## config.mk

```make
export PLATFORM = sky130hd
export DESIGN_NAME = i2s_dac_tx
export DESIGN_NICKNAME = d
export VERILOG_FILES = /design/src/rtl/i2s_tx_pkg.sv /design/src/rtl/i2s_edge_sync.sv /design/src/rtl/i2s_dac_tx.sv
export SDC_FILE = /design/constraint.sdc
export NUM_CORES = 1
export LEC_CHECK = 0
export ABC_CLOCK_PERIOD_IN_PS = 2500
export BUFFER_PORTS_ARGS = -buffer_cell sky130_fd_sc_hd__buf_2
export CAP_MARGIN = 20
export CORE_UTILIZATION = 35
export CTS_BUF_LIST = sky130_fd_sc_hd__clkbuf_4 sky130_fd_sc_hd__clkbuf_8 sky130_fd_sc_hd__clkbuf_16
export CTS_CLUSTER_SIZE = 24
export DETAILED_ROUTE_END_ITERATION = 10
export PLACE_DENSITY = 0.6
export SYNTH_ARGS = -nofsm -noshare
export SYNTH_HDL_FRONTEND = slang
export SYNTH_SLANG_ARGS = --single-unit
```

## constraint.sdc

```tcl
create_clock -name clk -period 2.5 [get_ports clk]
set_input_delay 0.25 -clock clk [delete_from_list [all_inputs] [get_ports clk]]
set_output_delay 0.25 -clock clk [all_outputs]
set_load 0.05 [all_outputs]
```

## src/rtl/i2s_tx_pkg.sv

```systemverilog
// rtl/i2s_tx_pkg.sv - shared types, widths and sample saturation for the I2S DAC transmitter
// Purpose: shared definitions for i2s_dac_tx and its sub-modules.
//   IN_W / OUT_W       : input sample width and serialized word width
//   tx_state_e         : serializer states
//   SAMPLE_MAX / MIN   : OUT_W signed range limits
//   saturate()         : clamp an IN_W signed sample into OUT_W
package i2s_tx_pkg;

   localparam int IN_W  = 21;
   localparam int OUT_W = 16;

   typedef enum logic [1:0] {IDLE, ARM, SHIFT, PAD} tx_state_e;

   localparam int SAMPLE_MAX = (2 ** (OUT_W - 1)) - 1;
   localparam int SAMPLE_MIN = -(2 ** (OUT_W - 1));

   function automatic logic [OUT_W-1:0] saturate(input logic signed [IN_W-1:0] x);
      if ($signed(x) > $signed(IN_W'(SAMPLE_MAX)))
         return OUT_W'(SAMPLE_MAX);
      else if ($signed(x) < $signed(IN_W'(SAMPLE_MIN)))
         return OUT_W'(SAMPLE_MIN);
      else
         return x[OUT_W-1:0];
   endfunction

endpackage

```

## src/rtl/i2s_edge_sync.sv

```systemverilog
// rtl/i2s_edge_sync.sv - 2-FF synchronizer with single-cycle rise/fall strobes
// Purpose: bring an asynchronous codec clock pin into the clk domain and
//          flag its edges.
// Ports:
//   clk      in   system clock
//   i_rst_n  in   synchronous active-low clear (reset or disable)
//   i_pin    in   asynchronous input pin
//   o_rise   out  one-cycle strobe on a synchronized 0->1 transition
//   o_fall   out  one-cycle strobe on a synchronized 1->0 transition
module i2s_edge_sync (
   input  logic clk,
   input  logic i_rst_n,
   input  logic i_pin,
   output logic o_rise,
   output logic o_fall
);

   logic       sync1;
   logic       sync2;
   logic       prev;
   logic [1:0] fill;

   // After a clear the pipeline holds zeros rather than the pin level; the
   // strobes stay masked until all three stages carry real samples so that a
   // pin sitting high is not mistaken for a fresh edge.
   always_ff @(posedge clk) begin
      if (!i_rst_n) begin
         sync1 <= 1'b0;
         sync2 <= 1'b0;
         prev  <= 1'b0;
         fill  <= 2'd0;
      end else begin
         sync1 <= i_pin;
         sync2 <= sync1;
         prev  <= sync2;
         if (fill != 2'd3)
            fill <= fill + 2'd1;
      end
   end

   assign o_rise = (fill == 2'd3) &&  sync2 && !prev;
   assign o_fall = (fill == 2'd3) && !sync2 &&  prev;

endmodule

```

## src/rtl/i2s_dac_tx.sv

```systemverilog
// rtl/i2s_dac_tx.sv - I2S DAC transmitter, mono sample duplicated into left and right slots
// Purpose: accept IN_W signed samples over valid/ready, convert to OUT_W and
//          serialize MSB-first in I2S format following codec BCLK/LRCLK.
// Optional feature: define I2S_TX_SAT_EN for saturating conversion; otherwise
//          the low OUT_W bits are taken (wrap).
// Ports:
//   clk         in   system clock, at least 4x BCLK
//   i_rst_n     in   synchronous active-low reset
//   i_en        in   enable; low flushes the block to its reset state
//   i_bclk      in   codec bit clock (asynchronous)
//   i_lrclk     in   codec LR clock (asynchronous), low = left slot
//   i_valid     in   i_audio valid
//   i_audio     in   IN_W signed sample
//   o_ready     out  holding register empty
//   o_dacdat    out  serial DAC data
//   o_underrun  out  one-cycle pulse: left frame started without a new sample
module i2s_dac_tx
   import i2s_tx_pkg::*;
(
   input  logic            clk,
   input  logic            i_rst_n,
   input  logic            i_en,
   input  logic            i_bclk,
   input  logic            i_lrclk,
   input  logic            i_valid,
   input  logic [IN_W-1:0] i_audio,
   output logic            o_ready,
   output logic            o_dacdat,
   output logic            o_underrun
);

   logic             run_n;
   logic             bclk_fall;
   logic             unused_bclk_rise;
   logic             lrc_rise;
   logic             lrc_fall;
   logic             lrc_edge;
   logic             accept;
   logic [OUT_W-1:0] conv;
   logic [OUT_W-1:0] hold;
   logic             hold_full;
   logic [OUT_W-1:0] frame;

   tx_state_e        state, state_n;
   logic [OUT_W-1:0] shreg, shreg_n;
   logic [3:0]       bit_cnt, bit_cnt_n;
   logic             dat_n;

   // Reset and disable share one clear path.
   assign run_n = i_rst_n & i_en;

   i2s_edge_sync u_bclk_sync (
      .clk     (clk),
      .i_rst_n (run_n),
      .i_pin   (i_bclk),
      .o_rise  (unused_bclk_rise),
      .o_fall  (bclk_fall)
   );

   i2s_edge_sync u_lrc_sync (
      .clk     (clk),
      .i_rst_n (run_n),
      .i_pin   (i_lrclk),
      .o_rise  (lrc_rise),
      .o_fall  (lrc_fall)
   );

   assign lrc_edge = lrc_rise | lrc_fall;

`ifdef I2S_TX_SAT_EN
   assign conv = saturate(i_audio);
`else
   logic unused_msbs;
   assign conv        = i_audio[OUT_W-1:0];
   assign unused_msbs = ^i_audio[IN_W-1:OUT_W];
`endif

   assign o_ready = !hold_full;
   assign accept  = i_valid && o_ready;

   // Frame load looks at the old hold_full, so a sample accepted in the same
   // cycle as lrc_fall waits in hold for the next left frame.
   always_ff @(posedge clk) begin
      if (!run_n) begin
         hold       <= '0;
         hold_full  <= 1'b0;
         frame      <= '0;
         o_underrun <= 1'b0;
      end else begin
         o_underrun <= lrc_fall && !hold_full;
         if (lrc_fall && hold_full) begin
            frame     <= hold;
            hold_full <= 1'b0;
         end else if (accept) begin
            hold      <= conv;
            hold_full <= 1'b1;
         end
      end
   end

   always_ff @(posedge clk) begin
      if (!run_n) begin
         state    <= IDLE;
         shreg    <= '0;
         bit_cnt  <= '0;
         o_dacdat <= 1'b0;
      end else begin
         state    <= state_n;
         shreg    <= shreg_n;
         bit_cnt  <= bit_cnt_n;
         o_dacdat <= dat_n;
      end
   end

   // An LRC edge always wins over a coincident BCLK fall: the word starts on
   // the following fall, which produces the I2S one-bit delay and truncates
   // (never shifts) an over-long word when a slot is short.
   always_comb begin
      state_n   = state;
      shreg_n   = shreg;
      bit_cnt_n = bit_cnt;
      dat_n     = o_dacdat;
      if (state == IDLE) begin
         dat_n = 1'b0;
         if (lrc_edge)
            state_n = ARM;
      end else if (lrc_edge) begin
         state_n = ARM;
         dat_n   = 1'b0;
      end else begin
         case (state)
            ARM: begin
               if (bclk_fall) begin
                  shreg_n   = frame;
                  dat_n     = frame[OUT_W-1];
                  bit_cnt_n = 4'(OUT_W - 1);
                  state_n   = SHIFT;
               end
            end
            SHIFT: begin
               if (bclk_fall) begin
                  if (bit_cnt == 4'd0) begin
                     dat_n   = 1'b0;
                     state_n = PAD;
                  end else begin
                     shreg_n   = {shreg[OUT_W-2:0], 1'b0};
                     dat_n     = shreg[OUT_W-2];
                     bit_cnt_n = bit_cnt - 4'd1;
                  end
               end
            end
            PAD: begin
               dat_n = 1'b0;
            end
            default: begin
               state_n = IDLE;
               dat_n   = 1'b0;
            end
         endcase
      end
   end

endmodule

```

After elaboration in Yosys (flattened, before gate mapping)

Index checks and enable logic that the tools add are counted.

Word-level logic and storage cells: 81
Register bits after elaboration: 66
Bits of input ports: 27

Bitwise logic cells: 6
Mux-type cells: 19
Reductions and logical operators: 22
$add $sub $neg: 3
Equality and inequality tests: 15

Operators with widths:

| kind                                              | number |
|---|---|
| two-way mux 15 bit                                | 3 |
| one-hot mux 15 bit (2 select lines)               | 1 |
| != test 2 bit (second input constant)             | 7 |
| two-way mux 2 bit                                 | 6 |
| two-way mux 4 bit                                 | 3 |
| logical AND 1 bit                                 | 9 |
| != test 3 bit (second input constant)             | 3 |
| == test 2 bit (second input constant)             | 4 |
| one-hot mux 4 bit (2 select lines)                | 1 |
| one-hot mux 2 bit (3 select lines)                | 1 |
| AND reduction 6 bit                               | 1 |
| AND reduction 5 bit                               | 1 |
| adder 2 x 1 -> 2 bit (second input constant)      | 2 |
| zero test 1 bit                                   | 4 |
| zero test 4 bit                                   | 1 |
| NOT 1 bit                                         | 4 |
| AND reduction 2 bit                               | 2 |
| subtractor 4 x 1 -> 4 bit (second input constant) | 1 |
| two-way mux 1 bit                                 | 3 |
| OR reduction 3 bit                                | 1 |
| == test 2 x 1 -> 1 bit (second input constant)    | 1 |
| zero test 2 bit                                   | 1 |
| one-hot mux 1 bit (2 select lines)                | 1 |
| nonzero test 2 bit                                | 1 |
| other kinds (3)                                   | 3 |

Logic depth before layout (Yosys ltp)

Word-level depth: 7
Mapped depth: 8

Hierarchy

From an unflattened synthesis, not the netlist that was laid out.

Cell total of the unflattened synthesis: 313
Area total of the unflattened synthesis: 2800.2 µm²

By module, submodules not included:

| module        | seq. area each (µm²) | cells an instance | area each (µm²) | instances |
|---|---|---|---|---|
| i2s_dac_tx    | 1121.1               | 281               | 2439.8          | 1 |
| i2s_edge_sync | 100.1                | 16                | 180.2           | 2 |

Worst setup path after synthesis

No wires, ideal clock.

Kind: reg-to-reg
From: register bit_cnt[0]
To: register shreg[10]
Cell stages (with the launch flop): 9
Arrival time: 1.664 ns
Library setup time: 0.140 ns
Data required time: 2.360 ns
Period minus slack after synthesis: 1.804 ns
Path slack: 0.696 ns
Cell sequence: dfxtp_1 inv_1 ha_1 nor3b_2 a2111oi_4 and2_1 buf_2 buf_6 a211oi_2

Cells in the longest elaborated chain, start to end: 3

Ends and longest elaborated chain:

| what                                 | RTL line          | source |
|---|---|---|
| start: declaration                   | i2s_dac_tx.sv:46  | `logic [3:0] bit_cnt, bit_cnt_n;` |
| start signal: assignment             | i2s_dac_tx.sv:110 | `bit_cnt <= bit_cnt_n;` |
| zero test 4 bit                      | i2s_dac_tx.sv:142 | `if (bit_cnt == 4'd0) begin` |
| != test 2 bit (no source line)       | -                 |  |
| AND reduction 6 bit (no source line) | -                 |  |
| end signal: assignment               | i2s_dac_tx.sv:109 | `shreg <= shreg_n;` |
| end: declaration                     | i2s_dac_tx.sv:45  | `logic [OUT_W-1:0] shreg, shreg_n;` |

No other way between the ends.
A chain may end at the register's enable or synchronous reset.

Final worst setup path

From: register bit_cnt[0]
To: register shreg[7]

The elaborated chain is that of the path after synthesis.

==> flow_summary.json <==
{
  "cts_sinks": 66,
  "path_cells": "inv_1, ha_1, nor3b_2, a2111oi_4, and2_1, buf_4, a211oi_2",
  "ctsResizeCount": 0,
  "finalInstanceArea_um2": 3100,
  "place_area_um2": 2890,
  "std_cell_rows": 31,
  "postRouteAntennaNets": 0,
  "seq_area_frac_synth": 0.486,
  "viasPerCell": 4.80,
  "first_pass_iters": 6,
  "gp_congestion": 0.725,
  "core-area_um2": 7370,
  "synth_area_leaders": "dfxtp_1, nand2_1, a21oi_1",
  "tns_ps": 0,
  "ios": 30,
  "finalSetupViolCount": 0,
  "cp_max_fo": 10,
  "crit_buf_inv": 2,
  "end_kind": "flip-flop",
  "synth_fp_nets": 335,
  "vdd_drop_max_mv": 0.358,
  "nNetsFinal": 355,
  "synth_ff_type": "dfxtp_1",
  "grt_overflow": 0,
  "maxCapViolations": 0,
  "drt-initial-drc-count": 90,
  "worstPathRequired_ps": 2710,
  "cp_slowest_stage_delay_ps": 380,
  "async_flop_share": 0,
  "die_x_um": 90.1,
  "netlist_area_um2": 2720,
  "relSlewSlack": 0.596,
  "finalCritPeriodShare": 0.811,
  "rsz0062_at_grt": "false",
  "power_density_nw_per_um2": 659,
  "portBuffers": 24,
  "cts_hold_buffers": 0,
  "start_util": 0.369,
  "synth-edff-count": 0,
  "drive_gt1_frac": 0.184,
  "routedWlPerCell_um": 11.6,
  "cp_slowest_cell": "dfxtp_1",
  "cts.reportedPaths.clkPinSlew_ps": 70,
  "whs_ps": 144,
  "grt_max_degree": 34,
  "regArea_um2": 1320,
  "max-clock-path-buffers": 2,
  "ys_types": 34,
  "cpLargestDelayFamily": "simple AND/OR/NAND/NOR gates",
  "tightest_slew_ps": 607,
  "yosysTopAreaCellShare": 0.486,
  "hold_path_class": "in -> reg",
  "vias": 2040,
  "multi_input_area_um2": 1270,
  "status": "finished clean",
  "nFillCells": 739,
  "timing.fmax_ghz": 0.493,
  "path_class": "reg -> reg",
  "ys_seq_elements": 66,
  "cts_buffers": 9,
  "slew_viol_final": 0,
  "routed_wl_um": 4940,
  "dieArea_um2": 8120,
  "clock_latency_ps": 330,
  "clockRootBuffer": "clkbuf_8",
  "drc": 0,
  "yosysWarnings": 0,
  "ff2ff_setup_slack_ps": 470,
  "grt_pass1_vias": 2007,
  "cts-htree-levels": 3,
  "skew_ps": 4.44,
  "leakage_nw": 1.08,
  "arrival_ps": 2230,
  "cts_setup_buffers": 0,
  "die_height_um": 90.1,
  "diodes": 0,
  "antenna_found_initial": 0,
  "finalHoldViolCount": 0,
  "areaGrowthSynthToFinish_pct": 14.3,
  "post-route-util": 0.421,
  "grt_pass1_wl_um": 9030,
  "grt_util_all_layers": 0.134,
  "synth.largest_area_cell": "dfxtp_1",
  "post-route-min-period_ps": 2030,
  "syn_inst": 301,
  "startpoint_type": "flip-flop",
  "cts_tree": "built",
  "dpl.hpwl_um": 3240,
  "syn_avg_cell_area_um2": 9.02
}
worst min-delay path: stages:
cell     delay (ps)
buf_2            90
nand2_1          40
a21oi_1          50
placed cells by master, fill, tap and decap left out, types with 5 or more instances in the layout:
master,n
a211oi_1,6
a211oi_2,9
a21oi_1,49
and3_1,8
buf_2,24
buf_4,6
clkbuf_8,11
dfxtp_1,66
ha_1,7
inv_1,5
mux2i_1,17
nand2_1,70
nor2_1,7
cell type report:
cell class,count,share of cell area
timing repair buffer,30,0.0532
multi-input combinational,208,0.408
clock inverter,5,0.0169
sequential,66,0.426
clock buffer,11,0.0488
inverter,6,0.00726
tap,99,0.0399
cell usage after synthesis, drive strengths merged, types with 3 or more instances:
cell / count
ha: 7
clkbuf: 9
inv: 6
nor2: 8
nand2: 71
buf: 12
nor3: 4
dfxtp: 66
a311oi: 3
xor2: 3
nand3: 3
a211oi: 15
mux2i: 17
and3: 8
a21oi: 49
per-layer routing:
layer	wire (um)	vias to the layer above	share of wire	GRT usage
li1	-	1082	-	-
met1	2590	924	0.53	0.176
met2	2120	27	0.43	0.208
met3	108	7	0.022	0.0203
met4	112	0	0.023	0.0780
met5	0	-	0	0
worst paths after layout:
kind / start / endpoint / depth (start not counted)
min reg2reg: hold[10] / frame[10] / 2
max: bit_cnt[0] / shreg[7] / 7
max reg2reg: bit_cnt[0] / shreg[7] / 7
min: i_audio[1] / hold[1] / 3
flip-flops by register name (all words and copies together) (netlist names):
name               cells
hold_full              1
u_lrc_sync.sync1       1
u_bclk_sync.sync2      1
state                  2
frame                 16
o_underrun             1
u_bclk_sync.fill       2
u_bclk_sync.prev       1
o_dacdat               1
u_lrc_sync.sync2       1
hold                  16
u_lrc_sync.prev        1
u_bclk_sync.sync1      1
shreg                 15
u_lrc_sync.fill        2
bit_cnt                4
power breakdown:
group / internal, W / switching (W)
clock network: 0.000509 / 0.000387
logic: 0.0000281 / 0.0000474
registers: 0.00107 / 0.00000779
cells by family (layout without fill, tap and decap cells):
kind of cell	Yosys count	in the layout	share of synthesized area
AOI/OAI and AO/OA	76	76	0.190
xor gates and xnor gates	3	3	0.00967
adders and majority gates	7	7	0.0322
buffers and inverters	27	52	0.0479
DFF	66	66	0.486
muxes	17	17	0.0626
and+or+nand+nor	105	105	0.171
per-stage QoR:
step	power [W]	std cells	setup slack, ps
after global placement	0.00117	408	513
after global routing	0.00213	425	339
final	0.00204	425	472
after CTS	0.00207	424	470
after detailed placement	0.00117	408	470
after floorplan	0.00114	301	696
(Power assumes the default switching activity.)
